===== src/rtl/refill_bus_pkg.sv =====
// Shared definitions for the refill-bus responders: FSM states, line geometry
// and the tagged beat stored in the response buffer.
package refill_bus_pkg;

    typedef enum logic [1:0] {
        IDLE  = 2'd0,
        BURST = 2'd1,
        DRAIN = 2'd2
    } refill_state_t;

    localparam int DEFAULT_LINE_OFFSET_WIDTH = 5;
    localparam int BEATS = 1 << (DEFAULT_LINE_OFFSET_WIDTH - 2);

    // Words per line for a given byte-offset width.
    function automatic int beats_for(input int line_offset_width);
        return 1 << (line_offset_width - 2);
    endfunction

    typedef struct packed {
        logic        last;
        logic [31:0] data;
    } beat_tag_t;

endpackage


===== src/rtl/resp_fifo.sv =====
// Small synchronous FIFO used as the response buffer of the refill responders.
// Head is combinational from storage; a push together with a pop while full is accepted.
module resp_fifo #(
    parameter int DEPTH = 2,
    parameter int WIDTH = 33
) (
    input  logic                       clk,
    input  logic                       rst,
    input  logic                       push,
    input  logic [WIDTH-1:0]           push_data,
    input  logic                       pop,
    output logic [WIDTH-1:0]           head,
    output logic [$clog2(DEPTH+1)-1:0] count,
    output logic                       full,
    output logic                       empty
);

    localparam int PW = (DEPTH > 1) ? $clog2(DEPTH) : 1;
    localparam int CW = $clog2(DEPTH + 1);

    logic [WIDTH-1:0] storage [DEPTH];
    logic [PW-1:0]    rd_ptr;
    logic [PW-1:0]    wr_ptr;
    logic             do_push;
    logic             do_pop;

    assign empty   = (count == '0);
    assign full    = (count == CW'(DEPTH));
    assign do_pop  = pop && !empty;
    assign do_push = push && (!full || do_pop);
    assign head    = storage[rd_ptr];

    // Data storage needs no reset; the count decides what is valid.
    always_ff @(posedge clk) begin
        if (do_push) begin
            storage[wr_ptr] <= push_data;
        end
    end

    // Pointer and occupancy bookkeeping.
    always_ff @(posedge clk) begin
        if (rst) begin
            rd_ptr <= '0;
            wr_ptr <= '0;
            count  <= '0;
        end else begin
            if (do_push) begin
                wr_ptr <= (wr_ptr == PW'(DEPTH - 1)) ? '0 : wr_ptr + 1'b1;
            end
            if (do_pop) begin
                rd_ptr <= (rd_ptr == PW'(DEPTH - 1)) ? '0 : rd_ptr + 1'b1;
            end
            if (do_push && !do_pop) begin
                count <= count + 1'b1;
            end else if (!do_push && do_pop) begin
                count <= count - 1'b1;
            end
        end
    end

endmodule


===== src/rtl/line_refill_responder.sv =====
// Memory-side read responder for the instruction-cache refill bus.
// Cached requests return a whole line, uncached requests a single word.
// Optional build macro CRITICAL_WORD_FIRST_EN starts cached bursts at the requested word.
module line_refill_responder
    import refill_bus_pkg::*;
#(
    parameter int LINE_OFFSET_WIDTH = 5,
    parameter int MEM_AW            = 12,
    parameter int FIFO_DEPTH        = 2
) (
    input  logic              clk,
    input  logic              rst,
    input  logic [31:0]       s_araddr,
    input  logic              s_arvalid,
    input  logic              s_cached,
    output logic              s_arready,
    output logic [31:0]       s_rdata,
    output logic              s_rvalid,
    output logic              s_rlast,
    input  logic              s_rready,
    output logic              mem_en,
    output logic [MEM_AW-1:0] mem_addr,
    input  logic [31:0]       mem_rdata
);

    localparam int OW         = LINE_OFFSET_WIDTH - 2;
    localparam int LINE_BEATS = beats_for(LINE_OFFSET_WIDTH);
    localparam int CW         = $clog2(FIFO_DEPTH + 1);

    refill_state_t     state;
    refill_state_t     state_next;
    logic              arready_q;
    logic [MEM_AW-1:0] base_q;
    logic              cached_q;
    logic [OW-1:0]     start_q;
    logic [OW-1:0]     issue_idx;
    logic [OW-1:0]     offset;
    logic [OW-1:0]     start_sel;
    logic              in_flight;
    logic              in_flight_last;
    logic              handshake;
    logic              issue;
    logic              issue_last;
    logic              credit_ok;
    logic              pop;
    logic              last_pop;
    logic [CW-1:0]     fifo_count;
    logic              fifo_full;
    logic              fifo_empty;
    beat_tag_t         head;
    beat_tag_t         push_tag;
    logic              unused_bits;

    assign handshake  = (state == IDLE) && arready_q && s_arvalid;
    assign pop        = !fifo_empty && s_rready;
    assign last_pop   = pop && head.last;
    assign offset     = start_q + issue_idx;
    assign issue_last = !cached_q || (issue_idx == OW'(LINE_BEATS - 1));
    assign credit_ok  = (int'(fifo_count) + int'(in_flight) - int'(pop)) < FIFO_DEPTH;
    assign mem_addr   = cached_q ? {base_q[MEM_AW-1:OW], offset} : base_q;
    assign mem_en     = issue;
    assign push_tag   = '{last: in_flight_last, data: mem_rdata};

    assign s_arready  = arready_q;
    assign s_rvalid   = !fifo_empty;
    assign s_rdata    = fifo_empty ? 32'd0 : head.data;
    assign s_rlast    = !fifo_empty && head.last;

    assign unused_bits = ^{s_araddr[31:MEM_AW+2], s_araddr[1:0], fifo_full};

`ifdef CRITICAL_WORD_FIRST_EN
    assign start_sel = s_cached ? s_araddr[LINE_OFFSET_WIDTH-1:2] : '0;
`else
    assign start_sel = '0;
`endif

    // Next-state and memory issue decisions.
    always_comb begin
        state_next = state;
        issue      = 1'b0;
        case (state)
            IDLE: begin
                if (handshake) begin
                    state_next = BURST;
                end
            end
            BURST: begin
                if (credit_ok) begin
                    issue = 1'b1;
                    if (issue_last) begin
                        state_next = DRAIN;
                    end
                end
            end
            DRAIN: begin
                if (last_pop) begin
                    state_next = IDLE;
                end
            end
            default: state_next = IDLE;
        endcase
    end

    // Transaction registers; s_arready is registered so it rises one cycle after reset or the last pop.
    always_ff @(posedge clk) begin
        if (rst) begin
            state          <= IDLE;
            arready_q      <= 1'b0;
            base_q         <= '0;
            cached_q       <= 1'b0;
            start_q        <= '0;
            issue_idx      <= '0;
            in_flight      <= 1'b0;
            in_flight_last <= 1'b0;
        end else begin
            state          <= state_next;
            arready_q      <= (state_next == IDLE);
            in_flight      <= issue;
            in_flight_last <= issue && issue_last;
            if (handshake) begin
                base_q    <= s_araddr[MEM_AW+1:2];
                cached_q  <= s_cached;
                start_q   <= start_sel;
                issue_idx <= '0;
            end else if (issue) begin
                issue_idx <= issue_idx + 1'b1;
            end
        end
    end

    resp_fifo #(
        .DEPTH (FIFO_DEPTH),
        .WIDTH ($bits(beat_tag_t))
    ) u_fifo (
        .clk       (clk),
        .rst       (rst),
        .push      (in_flight),
        .push_data (push_tag),
        .pop       (pop),
        .head      (head),
        .count     (fifo_count),
        .full      (fifo_full),
        .empty     (fifo_empty)
    );

endmodule


===== config.mk =====
export PLATFORM = sky130hd
export DESIGN_NAME = line_refill_responder
export DESIGN_NICKNAME = d
export VERILOG_FILES = /design/src/rtl/refill_bus_pkg.sv /design/src/rtl/resp_fifo.sv /design/src/rtl/line_refill_responder.sv
export SDC_FILE = /design/constraint.sdc
export NUM_CORES = 1
export LEC_CHECK = 0
export CAP_MARGIN = 20
export CORE_ASPECT_RATIO = 0.8
export CORE_UTILIZATION = 42
export DETAILED_ROUTE_END_ITERATION = 10
export PLACE_DENSITY_LB_ADDON = 0.12
export SLEW_MARGIN = 0
export SYNTH_ARGS = -nofsm -noshare
export SYNTH_HDL_FRONTEND = slang
export SYNTH_SLANG_ARGS = --single-unit

===== constraint.sdc =====
create_clock -name clk -period 2.75 [get_ports clk]
set_input_delay 0.275 -clock clk [delete_from_list [all_inputs] [get_ports clk]]
set_output_delay 0.275 -clock clk [all_outputs]
set_load 0.005 [all_outputs]

==> metrics.yaml, run 1 <==
route.final.wire_length_um: 7010
htree_levels: 3
clock_tree_from_tritoncts: "done"
synth_seq_cells: 92
fin_area_mm2: 0.00510
final-instance-count-excl-fill: 500
total_vias_in_the_final_route: 2374
status: "finished, final reports clean"
worstSetupEndpointType: "output port"
gr_util_all_layers: 0.156
mean_area_per_synthesized_cell_um2: 13.2
clk_pin_slew_worst_paths_ns: 0.09
crit_path_max_fanout: 3
worst_pin_slew_ns: 0.981
drc_errors: 0
synthesis.nets: 357
r2r-end: "issue_idx[2]"
crit_path_start_kind: "flip-flop"
final_critical_path_setup_slack_ns: 0.164
clock_tree.root_cell: "clkbuf_8"
skew_ns: 0.0129
finalSetupViolations: 0
postSynthCellCount: 281
r2r_slack_ns: 0.23
antennaDiodeCount: 0
slew_headroom: 0.344
vdd_drop_max_mv: 0.396
via_density: 4.75
leakage_nw: 1.75
tritoncts_buffers: 9
crit_path_end: "mem_en"
kind_of_critical_path: "flip-flop to output port"
cts_hold_buf: 0
arrival_ns: 2.31
number_of_global_route_vias_before_repair: 2245
report.final.hold_viol_count: 0
drt_pass1_iterations: 6
r2r.worst_path.cells: 12
placed_cell_area_mm2: 0.00483
synth.yosys.seq_area_share: 0.675
detailed_place_hpwl_um: 4560
place_ws_ns: -0.280
die_h_um: 86.0
fp.dieW_um: 107
hold_class: "flip-flop to flip-flop"
grt.overflow.total: 0
place.port_buffers: 96
route.detailed.wl_per_inst_um: 14.0
grt_start_max_net_pins: 34
core_area_mm2: 0.00852
design.die.area_mm2: 0.00920
final-max-slew-violation-count: 0
netlist-cell-type-count: 35
grt_pass1_wl_um: 10900
clk-insertion-delay-late_ns: 0.35
drt_iter0_drc: 76
antenna_found_initial: 0
post-route-period-util: 0.940
nNetsFinal: 459
fin_tns_setup_ns: 0
placed_cells: 481
syn_to_final_growth_pct: 37.8
final_layout_size_suffix_gt1_frac: 0.139
antenna_left: 0
rows: 30
ys_warn_count: 0
worst_setup_path_startpoint: "u_fifo.count[0]"
final_critical_period_ns: 2.59
finish.utilization: 0.599
powerDensity_mw_per_mm2: 892
final.hold.worst_slack_ns: 0.441
timing.max_cap.violations: 0
globalplace.congestion: 0.739
boundaryPins: 117
clk_path_buf_depth: 2
fmax_mhz: 387
power.total_mw: 4.56
synth_area_mm2: 0.00370
grt_setup_unrepaired: "no"
r2r_start: "u_fifo.count[0]"
starting_density_of_the_core: 0.435
crit_required_ns: 2.48
cts_sinks: 92
## final cells by class
cell class                      instances  area (um2)
Inverter                                5        18.8
Clock buffer                           10         138
Timing Repair Buffer                  114        1120
Clock inverter                          6        76.3
Multi-Input combinational cell        161        1110
Tap cell                              112         140
Fill cell                             723        3420
Sequential cell                        92        2510
## sequential cells by signal, indices dropped and copies added, names as in the netlist, named ones only
signal,count
u_fifo.count,2
in_flight_last,1
cached_q,1
base_q,12
state,2
s_arready,1
issue_idx,3
in_flight,1
u_fifo.rd_ptr,1
u_fifo.wr_ptr,1
u_fifo.storage,66
## report_power, final
part	leakage (nW)	switching (mW)	internal [mW]
Combinational	0.832	0.808	1.06
Clock	0.110	0.496	0.465
Sequential	0.808	0.100	1.63
Total	1.75	1.40	3.15
## cell families (layout without fill, tap and decap cells)
| kind of cell | Yosys count | after routing | share of synthesized area |
|---|---|---|---|
| xor+xnor | 5 | 5 | 0.0138 |
| flops | 92 | 92 | 0.675 |
| buf+inv | 28 | 135 | 0.0392 |
| simple gates | 85 | 85 | 0.0966 |
| mux | 36 | 36 | 0.0983 |
| compound gates | 28 | 28 | 0.0510 |
| fa+ha+maj | 7 | 7 | 0.0257 |
## Yosys cell counts, drive strengths merged
library cell / count / share of area
nor2: 41 / 0.042
o31a: 1 / 0.0024
a211oi: 3 / 0.0074
xor2: 3 / 0.0071
o21ai: 6 / 0.0081
nor2b: 3 / 0.0051
nand2b: 2 / 0.0034
nand3: 3 / 0.0041
or3: 2 / 0.0034
a21oi: 15 / 0.020
xnor2: 2 / 0.0068
mux2: 3 / 0.0091
a32o: 1 / 0.0027
nor3b: 1 / 0.0020
and3: 1 / 0.0017
mux2i: 33 / 0.089
inv: 5 / 0.0051
and2: 1 / 0.0017
dfxtp: 26 / 0.14
fa: 1 / 0.0054
ha: 6 / 0.020
nor3: 2 / 0.0027
buf: 14 / 0.025
edfxtp: 66 / 0.53
o21ba: 1 / 0.0027
clkbuf: 9 / 0.0091
a32oi: 1 / 0.0074
nand2: 27 / 0.027
nor4: 1 / 0.0017
nand3b: 1 / 0.0020
## layer usage
layer / up-vias / global-route usage / part of all wire
met5: - / 0 / 0
met4: 0 / 0.0486 / 0.011
met3: 8 / 0.0578 / 0.060
met2: 65 / 0.230 / 0.45
met1: 1112 / 0.213 / 0.48
li1: 1189 / - / -
## placed cells by master, fill, tap and decap left out, types with 2 or more instances in the layout
master / n
nor2_1: 40
edfxtp_1: 66
clkdlybuf4s50_1: 94
dfxtp_1: 24
inv_2: 2
o21ai_1: 4
mux2_2: 3
or3_1: 2
buf_12: 2
nand2_1: 26
nor3_1: 2
nand3_1: 3
clkbuf_8: 10
nor2b_1: 2
inv_1: 3
ha_1: 5
buf_4: 16
a21oi_1: 15
xor2_1: 3
a211oi_1: 2
inv_6: 4
mux2i_1: 33
## worst min-delay path by stage
stage / from / endpoint / slack (ns) / depth (start not counted)
4_1_cts: s_araddr[8] / base_q[6] / 0.45 / 3
5_1_grt: s_araddr[8] / base_q[6] / 0.45 / 3
3_3_place_gp: in_flight_last / u_fifo.storage[0][32] / 0.42 / 0
6_report: in_flight_last / u_fifo.storage[1][32] / 0.44 / 0
2_1_floorplan: mem_rdata[0] / u_fifo.storage[0][0] / 0.37 / 0
3_5_place_dp: in_flight_last / u_fifo.storage[0][32] / 0.42 / 0
## timing repair
item,CTS,global route
hold endpoints to repair,0,0
setup buffers,0,3
endpoints found under the setup margin,1,1
pin swaps,0,4
gates resized for setup,4,10
gates cloned,0,0
## worst max-delay path, stage by stage (launching register included)
cell      delay [ns]
dfxtp_4         0.36
o21ai_4         0.16
inv_2           0.07
ha_4            0.21
nand2b_4        0.14
fa_2            0.40
xnor2_2         0.15
a32o_2          0.26
nand2_2         0.07
inv_1           0.04
clkbuf_2        0.10
Power figures use the tool's default switching activity.
==> run 2: changes to the inputs <==
--- a/config.mk
+++ b/config.mk
@@ -9,7 +9,7 @@
 export CORE_ASPECT_RATIO = 0.8
 export CORE_UTILIZATION = 42
 export DETAILED_ROUTE_END_ITERATION = 10
-export PLACE_DENSITY_LB_ADDON = 0.12
+export PLACE_DENSITY_LB_ADDON = 0.3
 export SLEW_MARGIN = 0
 export SYNTH_ARGS = -nofsm -noshare
 export SYNTH_HDL_FRONTEND = slang
==> run 2 against run 1 <==
Register-to-register slack better by 0.22 ns. Cell count down 0.40%. Clock skew down 0.0068 ns. Via count up 2.3%. Worst setup slack worse by 0.073 ns. Non-clock buffer count down 1.
==> metrics.yaml, run 2 (synthesized netlist as in run 1, its figures left out) <==
status: "finished, final reports clean"  # unchanged
tritoncts_buffers: 9  # unchanged
number_of_global_route_vias_before_repair: 2399  # was 2,245
die_h_um: 86.0  # unchanged
skew_ns: 0.00609  # was 0.0129 ns
slew_headroom: 0.353  # was 0.344
htree_levels: 3  # unchanged
register_bank_with_the_most_flops: "u_fifo.storage"  # unchanged
via_density: 4.88  # was 4.75
cpMaxStageDelayCell: "clkdlybuf4s50_1"  # was fa_2
power_frac_comb: 0.414  # was 0.410
crit_path_start_kind: "input port"  # was flip-flop
syn_to_final_growth_pct: 36.7  # was 37.8%
final_critical_period_ns: 2.66  # was 2.59 ns
r2r_slack_ns: 0.45  # was 0.23 ns
gr_util_all_layers: 0.158  # was 0.156
fp.dieW_um: 107  # unchanged
finalSetupViolations: 0  # unchanged
final-instance-count-excl-fill: 498  # was 500
detailed_place_hpwl_um: 4750  # was 4560 um
total_vias_in_the_final_route: 2428  # was 2,374
cts_sinks: 92  # unchanged
grt_pass1_wl_um: 11000  # was 10,900 um
largest_reg_flops: 66  # unchanged
drt_pass1_iterations: 4  # was 6
switchingPower_mw: 1.34  # was 1.40 mW
post-route-period-util: 0.967  # was 0.940
sequentialPowerShare: 0.400  # was 0.379
power.total_mw: 4.31  # was 4.56 mW
drc_errors: 0  # unchanged
worstSetupEndpointType: "output port"  # unchanged
crit_path_max_fanout: 2  # was 3
maximum_single_stage_delay_on_the_critical_path_ns: 0.52  # was 0.40 ns
rows: 30  # unchanged
fmax_mhz: 376  # was 387 MHz
kind_of_critical_path: "input port to output port"  # was flip-flop to output port
core_area_mm2: 0.00852  # unchanged
worst_pin_slew_ns: 0.968  # was 0.981 ns
final-max-slew-violation-count: 0  # unchanged
arrival_ns: 2.38  # was 2.31 ns
most_used_cells_in_the_layout_excluding_fill_and_tap_cells: "95 x clkdlybuf4s50_1, 66 x edfxtp_1, 40 x nor2_1"  # was 94 x clkdlybuf4s50_1, 66 x edfxtp_1, 40 x nor2_1
place.port_buffers: 96  # unchanged
groute.layer.met1.usage: 0.190  # was 0.213
fin_tns_setup_ns: 0  # unchanged
worstPathCellList: "clkdlybuf4s50_1 -> o21ai_2 -> inv_2 -> ha_4 -> nand2b_4 -> fa_2 -> xnor2_2 -> a32o_2 -> nand2_2 -> inv_1 -> dlygate4sd2_1"  # was o21ai_4 -> inv_2 -> ha_4 -> nand2b_4 -> fa_2 -> xnor2_2 -> a32o_2 -> nand2_2 -> inv_1 -> clkbuf_2
drt_iter0_drc: 54  # was 76
design.die.area_mm2: 0.00920  # unchanged
clock_tree.root_cell: "clkbuf_8"  # unchanged
clk_pin_slew_worst_paths_ns: 0.08  # was 0.09 ns
final_critical_path_setup_slack_ns: 0.0909  # was 0.164 ns
clock_tree_from_tritoncts: "done"  # unchanged
fin_area_mm2: 0.00506  # was 0.00510 mm2
route.final.wire_length_um: 7040  # was 7010 um
nNetsFinal: 458  # was 459
powerDensity_mw_per_mm2: 851  # was 892 mW/mm2
final_common_cell: "clkdlybuf4s50_1"  # unchanged
leakage_nw: 1.71  # was 1.75 nW
grtUsageMet2: 0.270  # was 0.230
place_ws_ns: -0.354  # was -0.280 ns
route.detailed.wl_per_inst_um: 14.1  # was 14.0 um
placed_cell_area_mm2: 0.00483  # about the same
biggestRegsByFlops: "u_fifo.storage (66), base_q (12), issue_idx (3)"  # unchanged
final_layout_size_suffix_gt1_frac: 0.137  # was 0.139
power.internal_mw: 2.97  # was 3.15 mW
placed_cells: 479  # was 481
vdd_drop_max_mv: 0.502  # was 0.396 mV
antennaDiodeCount: 0  # unchanged
antenna_found_initial: 0  # unchanged
starting_density_of_the_core: 0.435  # unchanged
cts_hold_buf: 0  # unchanged
antenna_left: 0  # unchanged
grt_start_max_net_pins: 35  # was 34
crit_required_ns: 2.48  # about the same
grt.busiest_layer: "met2"  # unchanged
report.final.hold_viol_count: 0  # unchanged
boundaryPins: 117  # unchanged
clk_path_buf_depth: 2  # unchanged
timing.max_cap.violations: 0  # unchanged
power.clock.fraction: 0.186  # was 0.211
clk-insertion-delay-late_ns: 0.35  # about the same
switching_share: 0.310  # was 0.308
grt.overflow.total: 0  # unchanged
grt_use_met3: 0.0570  # was 0.0578
hold_class: "flip-flop to flip-flop"  # unchanged
globalplace.congestion: 0.753  # was 0.739
## run 2: changes by cell type in the layout (fill, tap and decap cells not counted), sizes merged
cell           previous run  this run
clkinvlp                  0         3
inv                      10         7
clkbuf                   11         9
buf                      18        17
bufinv                    1         0
clkdlybuf4s50            94        95
clkinv                    0         1
dlygate4sd2               0         1
dlymetal6s2s              1         0
## run 2: layout make-up
cell class	instances	area, um2
clock buffer	9	124
clock inverter	6	48.8
fill	706	3460
inverter	5	18.8
multi-input combinational	161	1100
sequential	92	2510
tap	112	140
timing repair buffer	113	1120
## run 2: layer usage
layer  vias up  part of all wire
met5         -                 0
met4         0            0.0098
met1      1168              0.44
met2        64              0.50
met3         7             0.054
li1       1189                 -
## run 2: stage by stage
step,hold slack (ns),utilization
after global placement,0.416,0.567
after floorplan,0.374,-
final,0.447,0.594
after global routing,0.445,0.594
after detailed placement,0.431,0.567
after CTS,0.442,0.592
## run 2: critical path, delay by kind of cell
| family | cells | cell delay, ns |
|---|---|---|
| simple gates | 2 | 0.21 |
| xor+xnor | 1 | 0.15 |
| compound gates | 2 | 0.33 |
| buf+inv | 4 | 0.88 |
| fa+ha+maj | 2 | 0.54 |
## run 2: path summary, 6_finish.rpt
| check | start | endpoint | cells after the start |
|---|---|---|---|
| hold reg to reg | in_flight_last | u_fifo.storage[0][32] | 0 |
| hold / removal | in_flight_last | u_fifo.storage[0][32] | 0 |
| setup / recovery | s_rready | mem_en | 11 |
| setup reg to reg | u_fifo.count[1] | issue_idx[1] | 10 |
## run 2: power groups by stage
stage	logic, mW	clock network [mW]	registers, mW
floorplan	0.885	0	1.71
global placement	1.68	0	1.74
detailed placement	1.71	0	1.75
CTS	1.79	0.834	1.72
global route	1.95	0.886	1.74
finish	1.78	0.799	1.72
## run 2: what timing repair did
| action | CTS | global route |
|---|---|---|
| pin swaps | 4 | 3 |
| setup buffers | 2 | 2 |
| setup endpoints to repair | 1 | 1 |
| gates resized for setup | 9 | 2 |
